## src/rtl/seg7_frame_decoder.sv

```systemverilog
// Samples a multiplexed active-low 7-segment bus, decodes each stable digit and
// presents whole frames with a valid/ack handshake. Hex letters need SEG7_HEX_EN.
module seg7_frame_decoder #(
    parameter int DIGITS        = 4,
    parameter int STABLE_CYCLES = 8,
    parameter int CNT_W         = 4
) (
    input  logic                  clk,
    input  logic                  rst,
    input  logic [6:0]            seg_in,
    input  logic [DIGITS-1:0]     an_in,
    input  logic                  frame_ack,
    output logic [4*DIGITS-1:0]   bcd_out,
    output logic [DIGITS-1:0]     blank_out,
    output logic [DIGITS-1:0]     err_out,
    output logic                  frame_valid,
    output logic                  overrun
);

    localparam logic [0:0] ST_COLLECT = 1'b0;
    localparam logic [0:0] ST_PRESENT = 1'b1;
    localparam logic [CNT_W-1:0] CNT_MAX = CNT_W'(STABLE_CYCLES - 1);

    logic [6:0]        seg_s1_reg, seg_s2_reg, seg_prev_reg;
    logic [DIGITS-1:0] an_s1_reg, an_s2_reg, an_prev_reg;
    logic [CNT_W-1:0]  cnt_reg;
    logic              taken_reg;
    logic [DIGITS-1:0] mask_reg;
    logic [0:0]        state_reg;
    logic [3:0]        stg_code_reg  [DIGITS];
    logic              stg_blank_reg [DIGITS];
    logic              stg_err_reg   [DIGITS];
    logic [4*DIGITS-1:0] stg_code_flat;
    logic [DIGITS-1:0] stg_blank_flat, stg_err_flat;
    logic [4*DIGITS-1:0] bcd_reg;
    logic [DIGITS-1:0] blank_reg, err_reg;
    logic              frame_valid_reg, overrun_reg;

    // Result packing: {err, blank, code[3:0]}
    function automatic logic [5:0] decode(input logic [6:0] p);
        case (p)
            7'b1000000: decode = 6'b00_0000;
            7'b1111001: decode = 6'b00_0001;
            7'b0100100: decode = 6'b00_0010;
            7'b0110000: decode = 6'b00_0011;
            7'b0011001: decode = 6'b00_0100;
            7'b0010010: decode = 6'b00_0101;
            7'b0000010: decode = 6'b00_0110;
            7'b1111000: decode = 6'b00_0111;
            7'b0000000: decode = 6'b00_1000;
            7'b0010000: decode = 6'b00_1001;
`ifdef SEG7_HEX_EN
            7'b0001000: decode = 6'b00_1010;
            7'b0000011: decode = 6'b00_1011;
            7'b1000110: decode = 6'b00_1100;
            7'b0100001: decode = 6'b00_1101;
            7'b0000110: decode = 6'b00_1110;
            7'b0001110: decode = 6'b00_1111;
`endif
            7'b1111111: decode = 6'b01_0000;
            default:    decode = 6'b10_0000;
        endcase
    endfunction

    logic              same;
    logic [DIGITS-1:0] an_low;
    logic              an_onehot;
    logic              capture;
    logic [DIGITS-1:0] capture_bits;
    logic [5:0]        dec_word;
    logic              mask_full;

    assign same      = (seg_s2_reg == seg_prev_reg) && (an_s2_reg == an_prev_reg);
    assign an_low    = ~an_s2_reg;
    assign an_onehot = (an_low != '0) && ((an_low & (an_low - 1'b1)) == '0);
    // Require the current sample to still match so only a fully stable value is taken
    assign capture   = same && (cnt_reg == CNT_MAX) && !taken_reg && an_onehot;
    assign capture_bits = capture ? an_low : '0;
    assign dec_word  = decode(seg_s2_reg);
    assign mask_full = (mask_reg == '1);

    always_ff @(posedge clk or posedge rst) begin
        if (rst) begin
            seg_s1_reg   <= '1;
            seg_s2_reg   <= '1;
            seg_prev_reg <= '1;
            an_s1_reg    <= '1;
            an_s2_reg    <= '1;
            an_prev_reg  <= '1;
            cnt_reg      <= '0;
            taken_reg    <= 1'b0;
        end else begin
            seg_s1_reg   <= seg_in;
            seg_s2_reg   <= seg_s1_reg;
            seg_prev_reg <= seg_s2_reg;
            an_s1_reg    <= an_in;
            an_s2_reg    <= an_s1_reg;
            an_prev_reg  <= an_s2_reg;
            if (!same) begin
                cnt_reg   <= '0;
                taken_reg <= 1'b0;
            end else begin
                if (cnt_reg != CNT_MAX)
                    cnt_reg <= cnt_reg + 1'b1;
                if (capture)
                    taken_reg <= 1'b1;
            end
        end
    end

    always_ff @(posedge clk or posedge rst) begin
        if (rst) begin
            for (int i = 0; i < DIGITS; i++) begin
                stg_code_reg[i]  <= '0;
                stg_blank_reg[i] <= 1'b1;
                stg_err_reg[i]   <= 1'b0;
            end
        end else begin
            for (int i = 0; i < DIGITS; i++) begin
                if (capture_bits[i]) begin
                    stg_code_reg[i]  <= dec_word[3:0];
                    stg_blank_reg[i] <= dec_word[4];
                    stg_err_reg[i]   <= dec_word[5];
                end
            end
        end
    end

    generate
        for (genvar gi = 0; gi < DIGITS; gi++) begin : g_flat
            assign stg_code_flat[4*gi +: 4] = stg_code_reg[gi];
            assign stg_blank_flat[gi]       = stg_blank_reg[gi];
            assign stg_err_flat[gi]         = stg_err_reg[gi];
        end
    endgenerate

    always_ff @(posedge clk or posedge rst) begin
        if (rst) begin
            state_reg       <= ST_COLLECT;
            mask_reg        <= '0;
            bcd_reg         <= '0;
            blank_reg       <= '1;
            err_reg         <= '0;
            frame_valid_reg <= 1'b0;
            overrun_reg     <= 1'b0;
        end else begin
            case (state_reg)
                ST_COLLECT: begin
                    if (mask_full) begin
                        bcd_reg         <= stg_code_flat;
                        blank_reg       <= stg_blank_flat;
                        err_reg         <= stg_err_flat;
                        frame_valid_reg <= 1'b1;
                        mask_reg        <= capture_bits;
                        state_reg       <= ST_PRESENT;
                    end else begin
                        mask_reg <= mask_reg | capture_bits;
                    end
                end
                default: begin
                    // Ack wins over a simultaneous full mask; the held mask presents next cycle
                    if (frame_ack) begin
                        frame_valid_reg <= 1'b0;
                        mask_reg        <= mask_reg | capture_bits;
                        state_reg       <= ST_COLLECT;
                    end else if (mask_full) begin
                        overrun_reg <= 1'b1;
                        mask_reg    <= capture_bits;
                    end else begin
                        mask_reg <= mask_reg | capture_bits;
                    end
                end
            endcase
        end
    end

    assign bcd_out     = bcd_reg;
    assign blank_out   = blank_reg;
    assign err_out     = err_reg;
    assign frame_valid = frame_valid_reg;
    assign overrun     = overrun_reg;

endmodule

```

## config.mk

```make
export PLATFORM = sky130hd
export DESIGN_NAME = seg7_frame_decoder
export DESIGN_NICKNAME = d
export VERILOG_FILES = /design/src/rtl/seg7_frame_decoder.sv
export SDC_FILE = /design/constraint.sdc
export NUM_CORES = 1
export LEC_CHECK = 0
export ABC_CLOCK_PERIOD_IN_PS = 3400
export BUFFER_PORTS_ARGS = -buffer_cell sky130_fd_sc_hd__buf_2
export CAP_MARGIN = 10
export CELL_PAD_IN_SITES_DETAIL_PLACEMENT = 0
export CELL_PAD_IN_SITES_GLOBAL_PLACEMENT = 1
export CORE_ASPECT_RATIO = 0.9
export CORE_MARGIN = 2
export CORE_UTILIZATION = 36
export CTS_BUF_LIST = sky130_fd_sc_hd__clkbuf_8
export CTS_CLUSTER_SIZE = 20
export DETAILED_ROUTE_END_ITERATION = 10
export MAX_ROUTING_LAYER = met4
export PLACE_DENSITY_LB_ADDON = 0.1
export SLEW_MARGIN = 20
export SYNTH_ARGS = -nofsm -noshare
export SYNTH_HDL_FRONTEND = slang
export SYNTH_SLANG_ARGS = --single-unit
```

## constraint.sdc

```tcl
create_clock -name clk -period 3.4 [get_ports clk]
set_clock_uncertainty 0.1 [all_clocks]
set_input_delay 0.17 -clock clk [delete_from_list [all_inputs] [get_ports clk]]
set_output_delay 0.17 -clock clk [all_outputs]
set_load 0.02 [all_outputs]
```

# --- Word-level counts from Yosys, hierarchy flattened ---
# Index checks and enable logic that the tools add are counted.
classes:
  n_bitwise: 5
  muxes: 15
  addsub: 2
  n_eq_ne: 18
  reduce_logical: 13
op_table:
  columns: ["operator", "n"]
  rows:
  - ["6-bit case mux with 11 select lines", 1]
  - ["7-bit == test, second input constant", 4]
  - ["4-bit two-way mux", 6]
  - ["7-bit by 5-bit == test with 1-bit output, second input constant", 3]
  - ["7-bit by 6-bit == test with 1-bit output, second input constant", 2]
  - ["1-bit two-way mux", 8]
  - ["7-bit by 2-bit == test with 1-bit output, second input constant", 1]
  - ["7-bit == test", 1]
  - ["7-bit zero test", 1]
  - ["1-bit logical AND", 5]
  - ["4-bit by 1-bit adder with 4-bit output, second input constant", 1]
  - ["4-bit AND", 1]
  - ["4-bit by 3-bit == test with 1-bit output, second input constant", 1]
  - ["4-bit == test", 1]
  - ["4-bit == test, second input constant", 1]
  - ["4-bit zero test", 1]
  - ["2-bit by 1-bit != test with 1-bit output, second input constant", 2]
  - ["4-bit by 3-bit != test with 1-bit output, second input constant", 1]
  - ["4-bit NOT", 1]
  - ["4-bit bitwise OR", 1]
  - ["2-bit AND reduction", 2]
  - ["4-bit nonzero test", 1]
  - ["4-bit by 1-bit subtractor with 4-bit output, second input constant", 1]
  - ["3-bit AND reduction", 1]
  - ["other kinds (4)", 5]
word_totals:
  regBits: 93
  input_bits: 14
  wordCells: 80
  out_inout_bits: 26

# --- Logic depth before layout (Yosys ltp) ---
depth:
  word_depth: 11
  ltp_mapped: 6
  mapped_depth_nobuf: 6

# --- Worst setup path after synthesis ---
# Ideal clock, no wire load.
synth_timing:
  kind: "flip-flop to flip-flop"
  start: "register seg_s2_reg[5]"
  end: "register stg_code_reg, in the netlist stg_code_flat[6]"
  slack_ns: 1.275
  t_required_ns: 3.175
  setup_time_ns: 0.125
  n_path_buf: 1
  period_less_slack_ns: 2.125
  arrival_time_ns: 1.900
  stages_incl_launch_ff: 7
  path_cell_list: "dfstp_2 -> buf_2 -> xor2_1 -> nor3_1 -> nand3_4 -> nor3_4 -> mux2_2"
synth_via:
  elab_chain_len: 6
  elab_cells_between_ends: 18
  classes_between: "11 x eq/ne; 2 x mux; 5 x reduce/logical"
synth_lines:
  columns: ["element", "line", "text"]
  rows:
  - ["start, declared", "24", "logic [6:0] seg_s1_reg, seg_s2_reg, seg_prev_reg;"]
  - ["start signal, assigned", "94", "seg_s2_reg <= seg_s1_reg;"]
  - ["7-bit == test", "73", "assign same = (seg_s2_reg == seg_prev_reg) && (an_s2_reg == an_prev_reg);"]
  - ["1-bit logical AND", "73", null]
  - ["1-bit logical AND (3 in a row)", "77", "assign capture = same && (cnt_reg == CNT_MAX) && !taken_reg && an_onehot;"]
  - ["4-bit two-way mux", "78", "assign capture_bits = capture ? an_low : '0;"]
  - ["end signal, assigned by index", "121", "stg_code_reg[i] <= dec_word[3:0];"]
  - ["end, declared", "30", "logic [3:0] stg_code_reg [DIGITS];"]
# Several ways; a longest one is shown, not always the timed one.
# A chain may end at the register's enable or synchronous reset.

# --- Final worst setup path ---
layout_timing:
  start: "register seg_s2_reg[6]"
  end: "register stg_err_reg, in the netlist stg_err_flat[1]"
layout_via:
  elab_chain_len: 6
  elab_cells_between_ends: 18
  classes_between: "11 x eq/ne; 2 x mux; 5 x reduce/logical"
layout_lines:
  columns: ["element", "line", "text"]
  rows:
  - ["7-bit == test", "73", null]
  - ["1-bit logical AND", "73", null]
  - ["1-bit logical AND (3 in a row)", "77", null]
  - ["4-bit two-way mux", "78", null]
  - ["end signal, assigned by index", "123", "stg_err_reg[i] <= dec_word[5];"]
  - ["end, declared", "32", "logic stg_err_reg [DIGITS];"]
# Several ways; a longest one is shown, not always the timed one.

==> reports/qor.txt <==
hold path endpoint: an_s2_reg[0]
switching part of the total power: 22.4%
Cells after Synth: 237
Post-synth EDFFs: 0
GR Overflow Total: 0
number of port buffers: 39
initial antenna violation count: 0
CTS tree: built
worst skew pair latency: 0.36 ns
Final period util: 70.6%
final setup TNS: 0 ns
CTS H-tree depth: 3
kind of critical path: reg2reg
drt first pass iters: 4
Worst Hold Class: reg2reg
Slew @ Worst Pin: 0.903 ns
Comb pwr share: 3.9%
fmax: 417 MHz
syn nets: 252
pre-CTS setup slack: 0.971 ns
largest cells by area after synthesis: dfrtp_1 (36%), dfstp_2 (30%), mux2_2 (13%)
Syn Std Cell Area: 3620 sq um
worst hold stages: 0
FF-to-FF Start: seg_s2_reg[6]
minimum clock period: 2.40 ns
CP Launch Type: flop
PD cells: 477 nW/um^2
mux share of post-synthesis cell area: 15.2%
core footprint: 9740 sq um
CP required: 3.55 ns
sequential area share after synthesis: 65.7%
Root Buffer Master: clkbuf_8
RSZ-0062 raised after global routing: false
final worst slack: 1.00 ns
Cell Int Power: 1590 uW
P&R area growth vs syn: 18.8%
Slew headroom: 39.8%
xor/xnor share of the synthesized area: 3.63%
Clk pin slew, worst setup/hold paths: 0.09 ns
sequential power share: 56.8%
Finished Core Util: 44.1%
Clk pwr share: 39.3%
Critical Path Fanout Max: 11
overall die width: 110 um
R2R depth: 5
Via density: 4.63
synthesized flop and latch total: 93
Num CTS Buffers: 9
Main synth FF type: dfrtp_1
simple-gate share of the synthesized area: 8.64%
cell taking the most area after synthesis: dfrtp_1
max-slew violations: 0
Clock Path Buffers: 2
YS warnings: 0
Sw Pwr: 459 uW
worst vdd ir: 0.293 mV
io pins: 40
Min Hold Slack: 0.259 ns
critical path data arrival time: 2.55 ns
die area: 10900 sq um
GRT Total Usage: 13.7%
Max-Cap Viols: 0
FP Rows: 34
status: finished clean
Die Height: 99.1 um
Post-DP Area: 3950 sq um
Netlist cell types: 37
Post-CTS Setup Bufs: 0
reg2reg end: stg_err_flat[1]
DR DRC count: 0
Compound-Gate Fraction of Synth Area: 4.77%
Adder-Cell Fraction of Synth Area: 0.346%
routed via count: 1966
Hold Vio Cnt, Final: 0
vias in the first global route: 2066
# diodes: 0
CTS Sinks: 93
flop2flop setup slack: 1.00 ns
share of the synthesized area in the top cell type: 36.0%
first-pass GRT wire length: 10800 um
Placer Congestion: 0.776
largest net degree at the start of global routing: 53
ys async rst share: 100%
largest family of logic cells by synthesized area: multiplexers
Worst setup EP type: flop
nets@finish: 309
DRT antenna net count: 0
Final Setup Violations: 0
Starting Density: 37.1%
design area: 4300 sq um
WL/cell: 14.9 um
HP Start: an_s1_reg[0]
post-synthesis average cell area: 15.3 sq um
DP HPWL: 4230 um
Routed WL: 6340 um
LEAKAGE: 0.00207 uW
share of post-route cells with drive strength above 1: 50.8%
initial drt markers: 49
-- worst max-delay path, stage by stage, from the launching register on --
cell and delay (ns):
dfstp_2 0.67, xor2_1 0.14, nor4_4 0.34, nand3_4 0.21, nor3_4 0.44, mux2_2 0.39
-- power groups by stage --
stage	combinational [uW]	sequential [uW]	clock [uW]
after CTS	82.1	1170	844
after global placement	70.7	1190	0
after floorplan	59.0	1170	0
final	79.1	1170	807
after global routing	90.0	1170	886
after detailed placement	70.9	1190	0
-- cells by family (layout without fill, tap and decap cells) --
kind of cell / count (synthesis) / in the layout
flops: 93 / 93
mux: 49 / 49
simple gates: 43 / 43
compound gates: 24 / 24
xor+xnor: 15 / 15
buf+inv: 12 / 74
fa+ha+maj: 1 / 1
-- Yosys cell counts (2+ instances only) --
cell type	n
o21bai_1	2
nand4b_1	2
xor2_1	14
and3b_1	2
mux2_2	42
nand2_1	5
inv_1	3
nor4_4	2
clkbuf_1	2
dfstp_2	41
mux2_1	6
a21o_1	7
a21oi_1	4
nor3_4	4
o21ai_0	5
nor3_1	5
nor2_1	10
or3_1	2
dfrtp_1	52
nand3_1	5
buf_2	6
-- metal layers --
layer | part of all wire [%] | up-vias | global-route usage, %
met5 | 0 | - | -
met4 | 1.3 | 0 | 4.09
met3 | 3.6 | 8 | 4.52
met2 | 45 | 31 | 20.1
met1 | 50 | 987 | 18.1
li1 | - | 940 | -
-- stage by stage --
step,total power (uW),std cells
floorplan,1230,237
global placement,1260,396
detailed placement,1260,396
CTS,2090,425
global route,2140,425
finish,2050,425
-- worst max-delay path by stage --
stage / from / endpoint / slack [ns] / cells after the start
finish: seg_s2_reg[6] / stg_err_flat[1] / 1.00 / 5
global route: seg_s2_reg[6] / stg_err_flat[1] / 0.86 / 5
CTS: seg_s2_reg[6] / stg_err_flat[1] / 0.95 / 5
detailed placement: seg_s2_reg[6] / stg_err_flat[1] / 0.97 / 5
global placement: seg_s2_reg[6] / stg_code_flat[11] / 0.99 / 5
floorplan: rst / bcd_out[0] / 0.78 / 1
-- area by class of cell --
| class | instances | area, sq um |
|---|---|---|
| Clock buffer | 9 | 124 |
| Fill cell | 915 | 5440 |
| Sequential cell | 93 | 2380 |
| Tap cell | 126 | 158 |
| Inverter | 3 | 12.5 |
| Multi-Input combinational cell | 132 | 1180 |
| Timing Repair Buffer | 55 | 348 |
| Clock inverter | 7 | 97.6 |
-- placed cells by master, fill, tap and decap left out, types with 3 or more instances in the layout --
cell / synthesis / routed
xor2_1: 14 / 14
buf_2: 6 / 39
nor2_1: 10 / 9
mux2_1: 6 / 6
a21o_1: 7 / 7
buf_4: 0 / 3
nor3_1: 5 / 5
a21oi_1: 4 / 4
dfrtp_1: 52 / 52
dfstp_2: 41 / 41
nor3_4: 4 / 4
mux2_2: 42 / 42
clkbuf_8: 0 / 9
o21ai_0: 5 / 5
nand3_1: 5 / 5
nand2_1: 5 / 5
dlygate4sd3_1: 0 / 13
-- timing repair --
action                                 in CTS  in global routing
endpoints found under the hold margin      34                  0
hold buffers                               13                  0
resized for setup                           0                  0
(Power assumes the default switching activity.)
